[src/rtl/mixcolumns_iter.sv]
// Iterative AES MixColumns / InvMixColumns with valid/ready handshakes on both sides.
// A captured state is transformed COLS_PER_CYCLE columns per cycle, then held until released.
//
//   state | meaning
//   IDLE  | ready for a new state; last result still visible on state_out
//   CALC  | transforming one column group per cycle
//   HOLD  | result presented, waiting for out_ready

module mixcolumns_iter #(
    parameter int COLS_PER_CYCLE = 1,
    parameter bit INVERSE_EN     = 1'b1
) (
    input  logic         clk,
    input  logic         rst,
    input  logic         in_valid,
    output logic         in_ready,
    input  logic         mode,
    input  logic [127:0] state_in,
    output logic         out_valid,
    input  logic         out_ready,
    output logic [127:0] state_out,
    output logic         busy
);

    generate
        if (!(COLS_PER_CYCLE == 1 || COLS_PER_CYCLE == 2 || COLS_PER_CYCLE == 4)) begin : g_bad_cols
            $error("mixcolumns_iter: COLS_PER_CYCLE must be 1, 2 or 4");
        end
    endgenerate

    typedef enum logic [1:0] {
        IDLE = 2'd0,
        CALC = 2'd1,
        HOLD = 2'd2
    } state_t;

    localparam logic [1:0] LAST_IDX = 2'(4 - COLS_PER_CYCLE);
    localparam logic [1:0] IDX_STEP = 2'(COLS_PER_CYCLE);

    state_t         state_q, state_d;
    logic [1:0]     col_idx_q, col_idx_d;
    logic [127:0]   work_q, work_d;
    logic [127:0]   res_q, res_d;
    logic [127:0]   out_q, out_d;
    logic           mode_q, mode_d;

    function automatic logic [7:0] xt(input logic [7:0] b);
        return {b[6:0], 1'b0} ^ (b[7] ? 8'h1b : 8'h00);
    endfunction

    function automatic logic [31:0] mix_fwd(input logic [31:0] c);
        logic [7:0]  s  [4];
        logic [7:0]  x2 [4];
        logic [31:0] r;
        for (int i = 0; i < 4; i++) begin
            s[i]  = c[8*i +: 8];
            x2[i] = xt(s[i]);
        end
        r = '0;
        for (int i = 0; i < 4; i++) begin
            r[8*i +: 8] = x2[i] ^ x2[(i+1)%4] ^ s[(i+1)%4] ^ s[(i+2)%4] ^ s[(i+3)%4];
        end
        return r;
    endfunction

    // 9 = 8+1, b = 8+2+1, d = 8+4+1, e = 8+4+2, all from one xtime chain per byte
    function automatic logic [31:0] mix_inv(input logic [31:0] c);
        logic [7:0]  s  [4];
        logic [7:0]  m9 [4];
        logic [7:0]  mb [4];
        logic [7:0]  md [4];
        logic [7:0]  me [4];
        logic [7:0]  x2, x4, x8;
        logic [31:0] r;
        for (int i = 0; i < 4; i++) begin
            s[i]  = c[8*i +: 8];
            x2    = xt(s[i]);
            x4    = xt(x2);
            x8    = xt(x4);
            m9[i] = x8 ^ s[i];
            mb[i] = x8 ^ x2 ^ s[i];
            md[i] = x8 ^ x4 ^ s[i];
            me[i] = x8 ^ x4 ^ x2;
        end
        r = '0;
        for (int i = 0; i < 4; i++) begin
            r[8*i +: 8] = me[i] ^ mb[(i+1)%4] ^ md[(i+2)%4] ^ m9[(i+3)%4];
        end
        return r;
    endfunction

    logic [1:0]  lane_idx [COLS_PER_CYCLE];
    logic [31:0] lane_out [COLS_PER_CYCLE];

    generate
        for (genvar g = 0; g < COLS_PER_CYCLE; g++) begin : g_lane
            logic [31:0] col_in;
            logic [31:0] col_fwd;
            assign lane_idx[g] = col_idx_q + 2'(g);
            assign col_in      = work_q[{lane_idx[g], 5'b0} +: 32];
            assign col_fwd     = mix_fwd(col_in);
            if (INVERSE_EN) begin : g_inv
                assign lane_out[g] = mode_q ? mix_inv(col_in) : col_fwd;
            end else begin : g_fwd_only
                assign lane_out[g] = col_fwd;
            end
        end
    endgenerate

    always_comb begin
        state_d   = state_q;
        col_idx_d = col_idx_q;
        work_d    = work_q;
        res_d     = res_q;
        out_d     = out_q;
        mode_d    = mode_q;
        in_ready  = 1'b0;
        out_valid = 1'b0;
        busy      = 1'b1;
        case (state_q)
            IDLE: begin
                in_ready = 1'b1;
                busy     = 1'b0;
                if (in_valid) begin
                    work_d    = state_in;
                    mode_d    = INVERSE_EN ? mode : 1'b0;
                    col_idx_d = 2'd0;
                    state_d   = CALC;
                end
            end
            CALC: begin
                for (int g = 0; g < COLS_PER_CYCLE; g++) begin
                    res_d[{lane_idx[g], 5'b0} +: 32] = lane_out[g];
                end
                col_idx_d = col_idx_q + IDX_STEP;
                // res_d already includes this group, so the last group publishes directly
                if (col_idx_q == LAST_IDX) begin
                    out_d   = res_d;
                    state_d = HOLD;
                end
            end
            HOLD: begin
                out_valid = 1'b1;
                if (out_ready) begin
                    state_d = IDLE;
                end
            end
            default: begin
                state_d = IDLE;
            end
        endcase
    end

    always_ff @(posedge clk) begin
        if (rst) begin
            state_q   <= IDLE;
            col_idx_q <= 2'd0;
            work_q    <= '0;
            res_q     <= '0;
            out_q     <= '0;
            mode_q    <= 1'b0;
        end else begin
            state_q   <= state_d;
            col_idx_q <= col_idx_d;
            work_q    <= work_d;
            res_q     <= res_d;
            out_q     <= out_d;
            mode_q    <= mode_d;
        end
    end

    assign state_out = out_q;

endmodule

[config.mk]
export PLATFORM = sky130hd
export DESIGN_NAME = mixcolumns_iter
export DESIGN_NICKNAME = d
export VERILOG_FILES = /design/src/rtl/mixcolumns_iter.sv
export SDC_FILE = /design/constraint.sdc
export NUM_CORES = 1
export LEC_CHECK = 0
export CAP_MARGIN = 10
export CELL_PAD_IN_SITES_DETAIL_PLACEMENT = 1
export CELL_PAD_IN_SITES_GLOBAL_PLACEMENT = 1
export CORE_UTILIZATION = 35
export DETAILED_ROUTE_END_ITERATION = 12
export PLACE_DENSITY = 0.73
export SLEW_MARGIN = 40
export SYNTH_ARGS = -nofsm -noshare
export SYNTH_HDL_FRONTEND = slang
export SYNTH_SLANG_ARGS = --single-unit
[constraint.sdc]
create_clock -name clk -period 5.8 [get_ports clk]
set_clock_uncertainty 0.1 [all_clocks]
set_input_delay 1.74 -clock clk [delete_from_list [all_inputs] [get_ports clk]]
set_output_delay 1.74 -clock clk [all_outputs]
set_load 0.02 [all_outputs]
After elaboration in Yosys (flattened, before gate mapping)
Cells that the tools add are included.
- equal/unequal tests: 6
- add/sub/neg operators: 2
- shifts and indexed selects: 3
- bitwise gates (word level): 64
- mux-type cells: 23
- reduce and logical (&&, ||, !) cells: 6
- operators by type and width (cell ; count):
    XOR 8 bit ; 52
    bitwise mux 128 bit ; 1
    variable shift 32 x 9 -> 128 bit, first input constant ; 1
    indexed part select 128 x 8 -> 32 bit ; 1
    indexed part select 32 x 9 -> 128 bit ; 1
    XOR 8 x 5 -> 8 bit ; 12
    two-way mux 5 bit ; 12
    two-way mux 32 bit ; 1
    negator 7 -> 9 bit ; 1
    two-way mux 2 bit ; 4
    inequality test 2 bit, second input constant ; 3
    case mux 2 bit (3 select lines) ; 1
    AND reduction 2 bit ; 3
    equality test 2 bit, second input constant ; 2
    case mux 2 bit (2 select lines) ; 1
    two-way mux 1 bit ; 3
    AND reduction 3 bit ; 1
    adder 2 x 1 -> 2 bit, second input constant ; 1
    equality test 2 x 1 -> 1 bit, second input constant ; 1
    logical NOT 2 bit ; 1
    nonzero test 2 bit ; 1
- output and inout bits: 131
- bits in registers: 389
- word-level logic and storage cells: 110
- input port bits: 133

Logic depth before layout (Yosys ltp)
Gate-level depths: netlist (run 1).
- word-level depth: 15
- mapped depth: 12
- mapped depth without buffers: 9

Least setup slack after synthesis (run 1)
No wires, ideal clock.
- path type: flip-flop to flip-flop
- start: reg col_idx_q[0]
- end: reg out_q[29] (netlist: state_out[29])
- cell stages (with the launch flop): 10
- slack: 2.296 ns
- setup time: 0.133 ns
- data arrival time: 3.271 ns
- required time: 5.567 ns
- path buffers: 1
- cell sequence: dfxtp_1 -> buf_6 -> mux4_2 -> xor2_1 -> xnor3_2 -> xnor3_1 -> mux2i_1 -> xnor3_1 -> a221oi_1 -> nor3_1
- word-level cells in the longest chain between the ends: 13
- RTL lines (item ; line ; RTL):
    start, declared ; 41 ; logic [1:0] col_idx_q, col_idx_d;
    start signal, assigned ; 164 ; col_idx_q <= col_idx_d;
    indexed part select 128 x 8 -> 32 bit ; 100 ; assign col_in = work_q[{lane_idx[g], 5'b0} +: 32];
    XOR 8 x 5 -> 8 bit or two-way mux 5 bit (tied branches) (2 in a row) ; 48 ; return {b[6:0], 1'b0} ^ (b[7] ? 8'h1b : 8'h00);
    two-way mux 5 bit or XOR 8 x 5 -> 8 bit (tied branches) ; 48 ;
    XOR 8 x 5 -> 8 bit ; 48 ;
    XOR 8 bit, on equally long branches ; 82, 83, 81 ;
    XOR 8 bit, on equally long branches ; 83, 81 ;
    XOR 8 bit (3 in a row) ; 87 ; r[8*i +: 8] = me[i] ^ mb[(i+1)%4] ^ md[(i+2)%4] ^ m9[(i+3)%4];
    two-way mux 32 bit ; 103 ; assign lane_out[g] = mode_q ? mix_inv(col_in) : col_fwd;
    indexed part select 32 x 9 -> 128 bit ; 133 ; res_d[{lane_idx[g], 5'b0} +: 32] = lane_out[g];
    bitwise mux 128 bit ; 133 ;
    end signal, assigned ; 167 ; out_q <= out_d;
    end, declared ; 44 ; logic [127:0] out_q, out_d;
Parallel ways exist; a longest one is shown, timed or not.
A chain may end at the register's enable or synchronous reset.

Worst setup path after layout (run 1)
- start: reg col_idx_q[1]
- end: reg out_q[125] (netlist: state_out[125])
Same word-level chain as after synthesis.

==> results of run 1 <==
-- power groups by stage --
stage / sequential, µW / combinational [µW] / clock [µW]
2_1_floorplan: 2850 / 1650 / 0
3_3_place_gp: 2870 / 2540 / 0
3_5_place_dp: 2880 / 2620 / 0
4_1_cts: 2820 / 2640 / 2810
5_1_grt: 2830 / 2760 / 2940
6_report: 2820 / 2650 / 2770
-- cell type report --
type / instances / area, µm² / share of cell area [%]
multi-input combinational: 1424 / 9950 / 43.1
clock inverter: 14 / 179 / 0.775
clock buffer: 63 / 1240 / 5.38
inverter: 9 / 33.8 / 0.146
timing repair buffer: 303 / 3040 / 13.2
tap: 680 / 851 / 3.69
sequential: 389 / 7790 / 33.8
-- cell usage in the layout (no fill, tap or decap), types with 32 or more instances in the layout --
cell	count
dfxtp_1	387
nand2_1	280
nor2_1	262
clkdlybuf4s50_1	262
a21oi_1	161
xnor2_1	120
a22oi_1	116
a221oi_1	98
nor3_1	91
clkbuf_16	43
xor2_1	35
buf_4	32
-- metal layers --
metal  up-vias  global-route usage, %  part of all wire (%)
li1       7339                      -                     -
met1      7956                   33.7                    45
met2       571                   39.8                    46
met3        98                   3.81                   5.8
met4         0                   7.71                   2.8
met5         -                      0                     0
-- state kept, by name, indices dropped and copies added (netlist names) --
signal / flops
col_idx_q: 2
state_out: 128
state_q: 2
mode_q: 1
res_q: 128
work_q: 128
-- through the flow --
| step | hold WS, ps | utilization, % | instance area [µm²] |
|---|---|---|---|
| 2_1_floorplan | 332 | - | 18400 |
| 3_3_place_gp | 339 | 41.7 | 21500 |
| 3_5_place_dp | 348 | 41.9 | 21700 |
| 4_1_cts | 356 | 44.6 | 23100 |
| 5_1_grt | 374 | 44.6 | 23100 |
| 6_report | 353 | 44.6 | 23100 |
-- tightest hold or removal path, cell delays in order, from the launching register on --
cell and delay [ps]:
dfxtp_1 300, nand2_1 50, a21oi_1 50
-- how the worst max path moves through the flow --
stage | startpoint | to | slack (ps) | cells after the start
floorplan | col_idx_q[0]$_SDFFE_PP0P_ | state_out[29]$_SDFFE_PP0P_ | 2300 | 9
global placement | col_idx_q[0]$_SDFFE_PP0P_ | state_out[6]$_SDFFE_PP0P_ | 750 | 9
detailed placement | col_idx_q[0]$_SDFFE_PP0P_ | state_out[61]$_SDFFE_PP0P_ | 1080 | 9
CTS | col_idx_q[0]$_SDFFE_PP0P_ | state_out[125]$_SDFFE_PP0P_ | 1020 | 9
global route | col_idx_q[1]$_SDFFE_PP0P_ | state_out[125]$_SDFFE_PP0P_ | 1030 | 8
finish | col_idx_q[1]$_SDFFE_PP0P_ | state_out[125]$_SDFFE_PP0P_ | 1190 | 8
-- cells by family (layout without fill, tap and decap cells) --
group | after synthesis | count (layout) | synth area share (%)
buffers and inverters | 187 | 389 | 4.62
muxes | 40 | 40 | 4.48
and+or+nand+nor | 690 | 690 | 15.5
DFF | 389 | 389 | 42.2
adders and majority gates | 6 | 6 | 0.407
AOI/OAI and AO/OA | 456 | 456 | 17.2
xor gates and xnor gates | 232 | 232 | 15.6
==> metrics.md, run 1 <==
| Metric | Value |
|---|---|
| Core Footprint | `0.0517 mm²` |
| EDFF count, synth | `0` |
| WS Path Type | `reg -> reg` |
| Final Setup Violations | `0` |
| F_max | `0.217 GHz` |
| Critical path's most frequent cell | `xnor3_1` |
| Max incr delay on CP | `830 ps` |
| Final period util | `79.5%` |
| Vias | `16,000` |
| Post-Synthesis Mean Instance Area | `9.22 µm²` |
| Sequential Power Share | `34.2%` |
| Final min period | `4610 ps` |
| Post-CTS resize count | `0` |
| Place WS | `1080 ps` |
| RSZ-0062 raised after global routing | `no` |
| Outcome | `completed` |
| Critical Path, Cell by Cell | `mux4_2, xor2_1, xnor3_2, xnor3_1, mux2i_1, xnor3_1, a221oi_2, nor3_1` |
| Post-synth top area share | `42.2%` |
| Kind of start point of the critical path | `register` |
| Main synth FF type | `dfxtp_1` |
| Final count of hold timing violations | `0` |
| Yosys reg bits | `389` |
| Latest clock arrival within the worst-skew pair | `600 ps` |
| Worst Hold End | `work_q[89]$_SDFFE_PP0P_` |
| Drt total wl | `66,400 µm` |
| Post-synthesis sequential area ratio | `42.2%` |
| Min-Delay Path Depth | `2` |
| Die extent in y | `232 µm` |
| Synth warn | `0` |
| Fill cells | `5,896` |
| Peak supply drop | `202 µV` |
| Clock root buffer | `clkbuf_16` |
| Max Cap Viol | `0` |
| DP Cell Count | `2,805` |
| Most numerous cell in the Yosys netlist | `dfxtp_1` |
| Area grow syn2layout | `25.2%` |
| Rel. slew slack | `38.3%` |
| Hold Path Class | `reg -> reg` |
| Hold_sp | `work_q[89]$_SDFFE_PP0P_` |
| Syn nets | `2,139` |
| Combinational Power Share | `32.1%` |
| Overall power | `8230 µW` |
| CP Capture Type | `register` |
| I/O Buffers | `263` |
| Synth area leader | `dfxtp_1` |
| # H-tree levels | `2` |
| Ports | `264` |
| HPWL Detailed | `46,000 µm` |
| Placer Congestion | `0.875` |
| Die footprint | `0.0536 mm²` |
| CTS Buf Count | `43` |
| Clock buffer depth | `3` |
| Die Width | `232 µm` |
| DRT iter0 DRCs | `1,129` |
| Residual DRC | `0` |
| Buf+Inv Stages, Crit Path | `0` |
| Post-synth top cells | `dfxtp_1, nand2_1, nor2_1` |
| CTS tree | `yes` |
| Min setup slack post-route | `1190 ps` |
| Clock transition at path regs | `60 ps` |
| Largest net degree at the start of global routing | `105` |
| Layout cells sized above 1 | `9.72%` |
| Leakage | `0.00828 µW` |
| Switch Pwr | `2840 µW` |
| Async SR Flop Fraction | `0%` |
| Worst path top cell family by delay | `XOR/XNOR gates` |
| Top post-synthesis cells by area | `dfxtp_1, xnor2_1, nand2_1` |
| Worst Path Required | `6140 ps` |
| Crit Path Max Fanout | `26` |
| DR WL/cell | `23.1 µm` |
| Hold Buf Count CTS | `0` |
| Via density | `5.54` |
| Post-route ant nets | `0` |
| Clk sink count | `389` |
| Vias in the first global route | `16,500` |
| PD cells | `357 mW/mm²` |
| Clock Power Share | `33.6%` |
| Slowest CP cell | `dfxtp_2` |
| Worst reg-to-reg setup slack | `1190 ps` |
| Crit path arrival time | `4950 ps` |
| Worst reg2reg startpoint | `col_idx_q[1]$_SDFFE_PP0P_` |
| Synth cell types | `59` |
| Gr usage total | `24.6%` |
| Postcts setup bufs | `0` |
| Nets | `2,309` |
| Synthesized instance count | `2,000` |
| Initial antenna violation count | `0` |
| Total negative slack | `0 ps` |
| Max Slew Vio Count | `0` |
| Pint | `5390 µW` |
| Global route overflow | `0` |
| Diode count | `0` |
| Final cell count without fillers | `2,882` |
| Global-route wire length before repair | `101,000 µm` |
| Mapped Area | `0.0184 mm²` |
| Drt pass-1 iters | `5` |
| Worst-margin pin slew | `921 ps` |
| Site row count | `83` |
| Sw frac | `34.5%` |
| R2R cell count | `8` |
| Reg2reg end | `state_out[125]$_SDFFE_PP0P_` |
| Initial core utilization | `35.7%` |
Note: power is estimated with default switching activity, not from simulation.
==> inputs of run 2 (changes only) <==
--- a/config.mk
+++ b/config.mk
@@ -10,7 +10,7 @@
 export CELL_PAD_IN_SITES_GLOBAL_PLACEMENT = 1
 export CORE_UTILIZATION = 35
 export DETAILED_ROUTE_END_ITERATION = 12
-export PLACE_DENSITY = 0.73
+export PLACE_DENSITY = 0.76
 export SLEW_MARGIN = 40
 export SYNTH_ARGS = -nofsm -noshare
 export SYNTH_HDL_FRONTEND = slang
==> constraint.sdc (replaced) <==
create_clock -name clk -period 4 [get_ports clk]
set_clock_uncertainty 0.1 [all_clocks]
set_input_delay 1.2 -clock clk [delete_from_list [all_inputs] [get_ports clk]]
set_output_delay 1.2 -clock clk [all_outputs]
set_load 0.02 [all_outputs]
==> metrics.md, run 2 (same netlist as run 1, synthesis figures left out) <==
| Metric | Value |
|---|---|
| DR WL/cell | `22.4 µm` |
| Rel. slew slack | `47.9%` |
| WS Path Type | `reg -> reg` |
| Area grow syn2layout | `27.9%` |
| Largest net degree at the start of global routing | `113` |
| Max incr delay on CP | `690 ps` |
| Clock buffer depth | `3` |
| Multi-input gate area | `0.00990 mm²` |
| Hold_sp | `work_q[8]$_SDFFE_PP0P_` |
| Die footprint | `0.0536 mm²` |
| Ports | `264` |
| Final Setup Violations | `0` |
| Kind of start point of the critical path | `register` |
| Nets | `2,382` |
| Via density | `5.47` |
| Hold Buf Count CTS | `0` |
| I/O Buffers | `263` |
| Reg2reg end | `state_out[26]$_SDFFE_PP0P_` |
| Vias | `16,200` |
| Worst reg-to-reg setup slack | `200 ps` |
| Post-route ant nets | `0` |
| Leakage | `0.00862 µW` |
| Clock transition at path regs | `60 ps` |
| Crit Path Max Fanout | `9` |
| Worst reg2reg startpoint | `col_idx_q[0]$_SDFFE_PP0P_` |
| Clk sink count | `389` |
| CP Capture Type | `register` |
| Slowest CP cell | `mux4_2` |
| Finished layout cell area | `0.0236 mm²` |
| Worst Hold End | `work_q[8]$_SDFFE_PP0P_` |
| Post-place instance area | `0.0221 mm²` |
| Die extent in y | `232 µm` |
| Placer Congestion | `0.921` |
| Global-route wire length before repair | `101,000 µm` |
| Initial core utilization | `35.7%` |
| Worst Path Required | `4350 ps` |
| CTS tree | `yes` |
| Drt total wl | `66,300 µm` |
| Core Footprint | `0.0517 mm²` |
| HPWL Detailed | `47,900 µm` |
| F_max | `0.263 GHz` |
| Reg area | `0.00779 mm²` |
| Gr usage total | `24.6%` |
| Layout cells sized above 1 | `12.5%` |
| Crit path arrival time | `4150 ps` |
| Drt pass-1 iters | `5` |
| Final period util | `95.0%` |
| Min setup slack post-route | `201 ps` |
| Met2 wire len | `30,900 µm` |
| Residual DRC | `0` |
| Worst path top cell family by delay | `XOR/XNOR gates` |
| CTS Buf Count | `43` |
| Final min period | `3800 ps` |
| Global route overflow | `0` |
| Buf+Inv Stages, Crit Path | `2` |
| Latest clock arrival within the worst-skew pair | `570 ps` |
| Initial antenna violation count | `1` |
| Wire length on met3 | `4000 µm` |
| Most frequent cells in the layout | `dfxtp_1, nand2_1, nor2_1, clkdlybuf4s50_1, a21oi_1` |
| Die Width | `232 µm` |
| Min-Delay Path Depth | `2` |
| Hold Path Class | `reg -> reg` |
| Fill cells | `5,854` |
| Outcome | `completed` |
| R2R cell count | `10` |
| Max Cap Viol | `0` |
| Final count of hold timing violations | `0` |
| DR top layer | `met5` |
| Clock root buffer | `clkbuf_16` |
| RSZ-0062 raised after global routing | `no` |
| Most common cell after layout, fill and taps aside | `dfxtp_1` |
| Critical Path, Cell by Cell | `buf_4, mux4_2, xnor2_1, xnor2_2, xnor3_1, mux2i_1, xnor2_2, buf_4, a221oi_1, nor3_1` |
| Worst-margin pin slew | `778 ps` |
| Max Slew Vio Count | `0` |
| Diode count | `0` |
| Vias in the first global route | `16,400` |
| Site row count | `83` |
| # H-tree levels | `2` |
| Peak supply drop | `279 µV` |
| Place WS | `-176 ps` |
| DRT iter0 DRCs | `1,257` |
| Routed metal-1 wire length | `29,600 µm` |
| PD cells | `513 mW/mm²` |
[run 2: tightest hold or removal path: stages (launching register included)]
cell     delay (ps)
dfxtp_1         310
nand2_1          50
a21oi_1          50
[run 2: cell type report]
cell class | count | share of cell area (%)
multi-input cells | 1424 | 42.0
repair buffers | 376 | 15.3
flip-flops and latches | 389 | 33.0
inverters | 9 | 0.143
clock buffers | 66 | 5.48
clock inverters | 12 | 0.456
well taps | 680 | 3.61
[run 2: timing repair]
action | in CTS | in global routing
resized for setup | 3 | 5
buffers inserted | 0 | 3
endpoints found under the setup margin | 9 | 26
[run 2: power by group]
part           internal (µW)  switching, µW
registers               4000           85.0
clock network           2300           1630
logic                   1730           2340
[run 2: stage by stage]
stage          cells  hold WS (ps)  TNS, ps  utilization, %  total power (µW)
3_3_place_gp    2875           341     -901            42.8              8130
5_1_grt         2956           375        0            45.6             12600
4_1_cts         2953           358        0            45.5             12200
2_1_floorplan   2000           332        0               -              6530
6_report        2956           358        0            45.6             12100
3_5_place_dp    2875           350     -429            42.8              8200
[run 2: layer usage]
metal | vias up | global-route usage, %
met4 | 2 | 7.13
met2 | 568 | 40.0
met5 | - | 0
met3 | 94 | 4.40
li1 | 7506 | -
met1 | 7995 | 33.2
[run 2: worst max path at each step]
| stage | from | to | slack [ps] | depth (start not counted) |
|---|---|---|---|---|
| after floorplan | col_idx_q[0]$_SDFFE_PP0P_ | state_out[29]$_SDFFE_PP0P_ | 500 | 9 |
| after global placement | col_idx_q[0]$_SDFFE_PP0P_ | res_q[36]$_SDFFE_PP0P_ | -160 | 9 |
| after detailed placement | col_idx_q[0]$_SDFFE_PP0P_ | state_out[26]$_SDFFE_PP0P_ | -180 | 10 |
| after CTS | col_idx_q[1]$_SDFFE_PP0P_ | state_out[93]$_SDFFE_PP0P_ | 90 | 9 |
| after global routing | col_idx_q[0]$_SDFFE_PP0P_ | state_out[69]$_SDFFE_PP0P_ | 20 | 9 |
| final | col_idx_q[0]$_SDFFE_PP0P_ | state_out[26]$_SDFFE_PP0P_ | 200 | 10 |
==> inputs of run 3 (changes only) <==
--- a/config.mk
+++ b/config.mk
@@ -8,9 +8,10 @@
 export CAP_MARGIN = 10
 export CELL_PAD_IN_SITES_DETAIL_PLACEMENT = 1
 export CELL_PAD_IN_SITES_GLOBAL_PLACEMENT = 1
-export CORE_UTILIZATION = 35
+export CORE_UTILIZATION = 40
 export DETAILED_ROUTE_END_ITERATION = 12
-export PLACE_DENSITY = 0.76
+export DONT_BUFFER_PORTS = 1
+export PLACE_DENSITY = 0.74
 export SLEW_MARGIN = 40
 export SYNTH_ARGS = -nofsm -noshare
 export SYNTH_HDL_FRONTEND = slang
==> metrics.md, run 3 (same netlist as run 1, synthesis figures left out) <==
| Metric | Value |
|---|---|
| Outcome | `completed` |
| HPWL Detailed | `43,700 µm` |
| Residual DRC | `0` |
| Hold Path Class | `reg -> reg` |
| WS Path Type | `reg -> reg` |
| PD cells | `585 mW/mm²` |
| Vias | `15,200` |
| Most common cell after layout, fill and taps aside | `dfxtp_1` |
| Site row count | `78` |
| Worst reg-to-reg setup slack | `100 ps` |
| Critical path's most frequent cell | `buf_4` |
| R2R cell count | `11` |
| Crit Path Max Fanout | `9` |
| Final period util | `97.4%` |
| Drt pass-1 iters | `5` |
| Nets | `2,117` |
| Kind of start point of the critical path | `register` |
| Max incr delay on CP | `690 ps` |
| CTS Buf Count | `43` |
| F_max | `0.257 GHz` |
| Reg2reg end | `state_out[5]$_SDFFE_PP0P_` |
| Hold Buf Count CTS | `0` |
| # H-tree levels | `2` |
| Final min period | `3900 ps` |
| Max Slew Vio Count | `0` |
| Max Cap Viol | `0` |
| Via density | `5.82` |
| Hold_sp | `work_q[20]$_SDFFE_PP0P_` |
| Placer Congestion | `0.936` |
| Clock transition at path regs | `60 ps` |
| Die Width | `217 µm` |
| Die extent in y | `217 µm` |
| Rel. slew slack | `44.5%` |
| CP Capture Type | `register` |
| Initial core utilization | `40.6%` |
| Final Setup Violations | `0` |
| Clk sink count | `389` |
| CTS tree | `yes` |
| Largest net degree at the start of global routing | `395` |
| Post-route ant nets | `0` |
| Crit path arrival time | `4250 ps` |
| Ports | `264` |
| Clock buffer depth | `3` |
| Gr usage total | `26.3%` |
| Area grow syn2layout | `13.0%` |
| Worst-margin pin slew | `827 ps` |
| Critical Path, Cell by Cell | `buf_4, mux4_2, buf_4, xnor2_2, xnor3_1, xnor3_1, mux2i_1, xnor2_2, buf_4, a221oi_1, nor3_1` |
| Initial antenna violation count | `0` |
| Global route overflow | `0` |
| Core Footprint | `0.0455 mm²` |
| Worst Hold End | `work_q[20]$_SDFFE_PP0P_` |
| DP Cell Count | `2,531` |
| Drt total wl | `63,400 µm` |
| Final cell count without fillers | `2,609` |
| Slowest CP cell | `mux4_2` |
| RSZ-0062 raised after global routing | `no` |
| Min-Delay Path Depth | `2` |
| Final count of hold timing violations | `0` |
| Global-route wire length before repair | `94,400 µm` |
| Latest clock arrival within the worst-skew pair | `590 ps` |
| I/O Buffers | `0` |
| Worst Path Required | `4350 ps` |
| Diode count | `0` |
| Most frequent cells in the layout | `dfxtp_1, nand2_1, nor2_1` |
| DR WL/cell | `24.3 µm` |
| DRT iter0 DRCs | `1,184` |
| Layout cells sized above 1 | `14.0%` |
| Clock root buffer | `clkbuf_16` |
| Vias in the first global route | `15,200` |
| Leakage | `0.00763 µW` |
| Total negative slack | `0 ps` |
| Die footprint | `0.0470 mm²` |
| Peak supply drop | `293 µV` |
| Worst reg2reg startpoint | `col_idx_q[0]$_SDFFE_PP0P_` |
## run 3: final cells by class
cell class	instances	area, µm²
clock buffers	61	1230
clock inverters	15	198
fillers	5252	24600
inverters	9	33.8
multi-input cells	1424	9920
flip-flops and latches	389	7790
well taps	600	751
repair buffers	111	912
## run 3: worst max path at each step
stage                                      end  slack, ps                      start
floorplan           state_out[29]$_SDFFE_PP0P_        500  col_idx_q[0]$_SDFFE_PP0P_
global placement    state_out[33]$_SDFFE_PP0P_         20  col_idx_q[0]$_SDFFE_PP0P_
detailed placement  state_out[43]$_SDFFE_PP0P_         30  col_idx_q[0]$_SDFFE_PP0P_
CTS                 state_out[97]$_SDFFE_PP0P_         50  col_idx_q[0]$_SDFFE_PP0P_
global route            res_q[51]$_SDFFE_PP0P_          5  col_idx_q[0]$_SDFFE_PP0P_
finish               state_out[5]$_SDFFE_PP0P_        100  col_idx_q[0]$_SDFFE_PP0P_
## run 3: repair_timing
action                     CTS  global route
setup buffers                2             0
resized for setup            0             8
setup endpoints to repair    1             9
## run 3: report_power, final
part           switching [µW]  internal (µW)  leakage (µW)
clock                    1680           2360      0.000704
combinational            2390           1660       0.00377
sequential               91.3           4000       0.00316
total                    4150           8030       0.00763
## run 3: per-layer routing
metal / GRT usage [%] / vias up / part of all wire [%]
met4: 10.3 / 0 / 3.5
met2: 42.6 / 561 / 46
met1: 35.1 / 7572 / 44
li1: - / 6951 / -
met5: 0 / - / 0
met3: 4.25 / 105 / 6.3
## run 3: worst max-delay path, delay by kind of cell, from the launching register on
family | cells | cell delay (ps)
AOI/OAI and AO/OA | 1 | 350
DFF | 1 | 480
buffers and inverters | 3 | 660
and+or+nand+nor | 1 | 90
xor gates and xnor gates | 4 | 1120
muxes | 2 | 920
## run 3: per-stage QoR
| stage | total power [µW] | area [µm²] | hold slack [ps] | utilization [%] | setup slack, ps |
|---|---|---|---|---|---|
| finish | 12200 | 20800 | 355 | 45.8 | 104 |
| global route | 12500 | 20800 | 376 | 45.8 | 5.38 |
| CTS | 12200 | 20800 | 356 | 45.7 | 50.7 |
| detailed placement | 8080 | 19300 | 347 | 42.5 | 29.6 |
| global placement | 8020 | 19300 | 340 | 42.4 | 19.7 |
| floorplan | 6530 | 18400 | 332 | - | 496 |
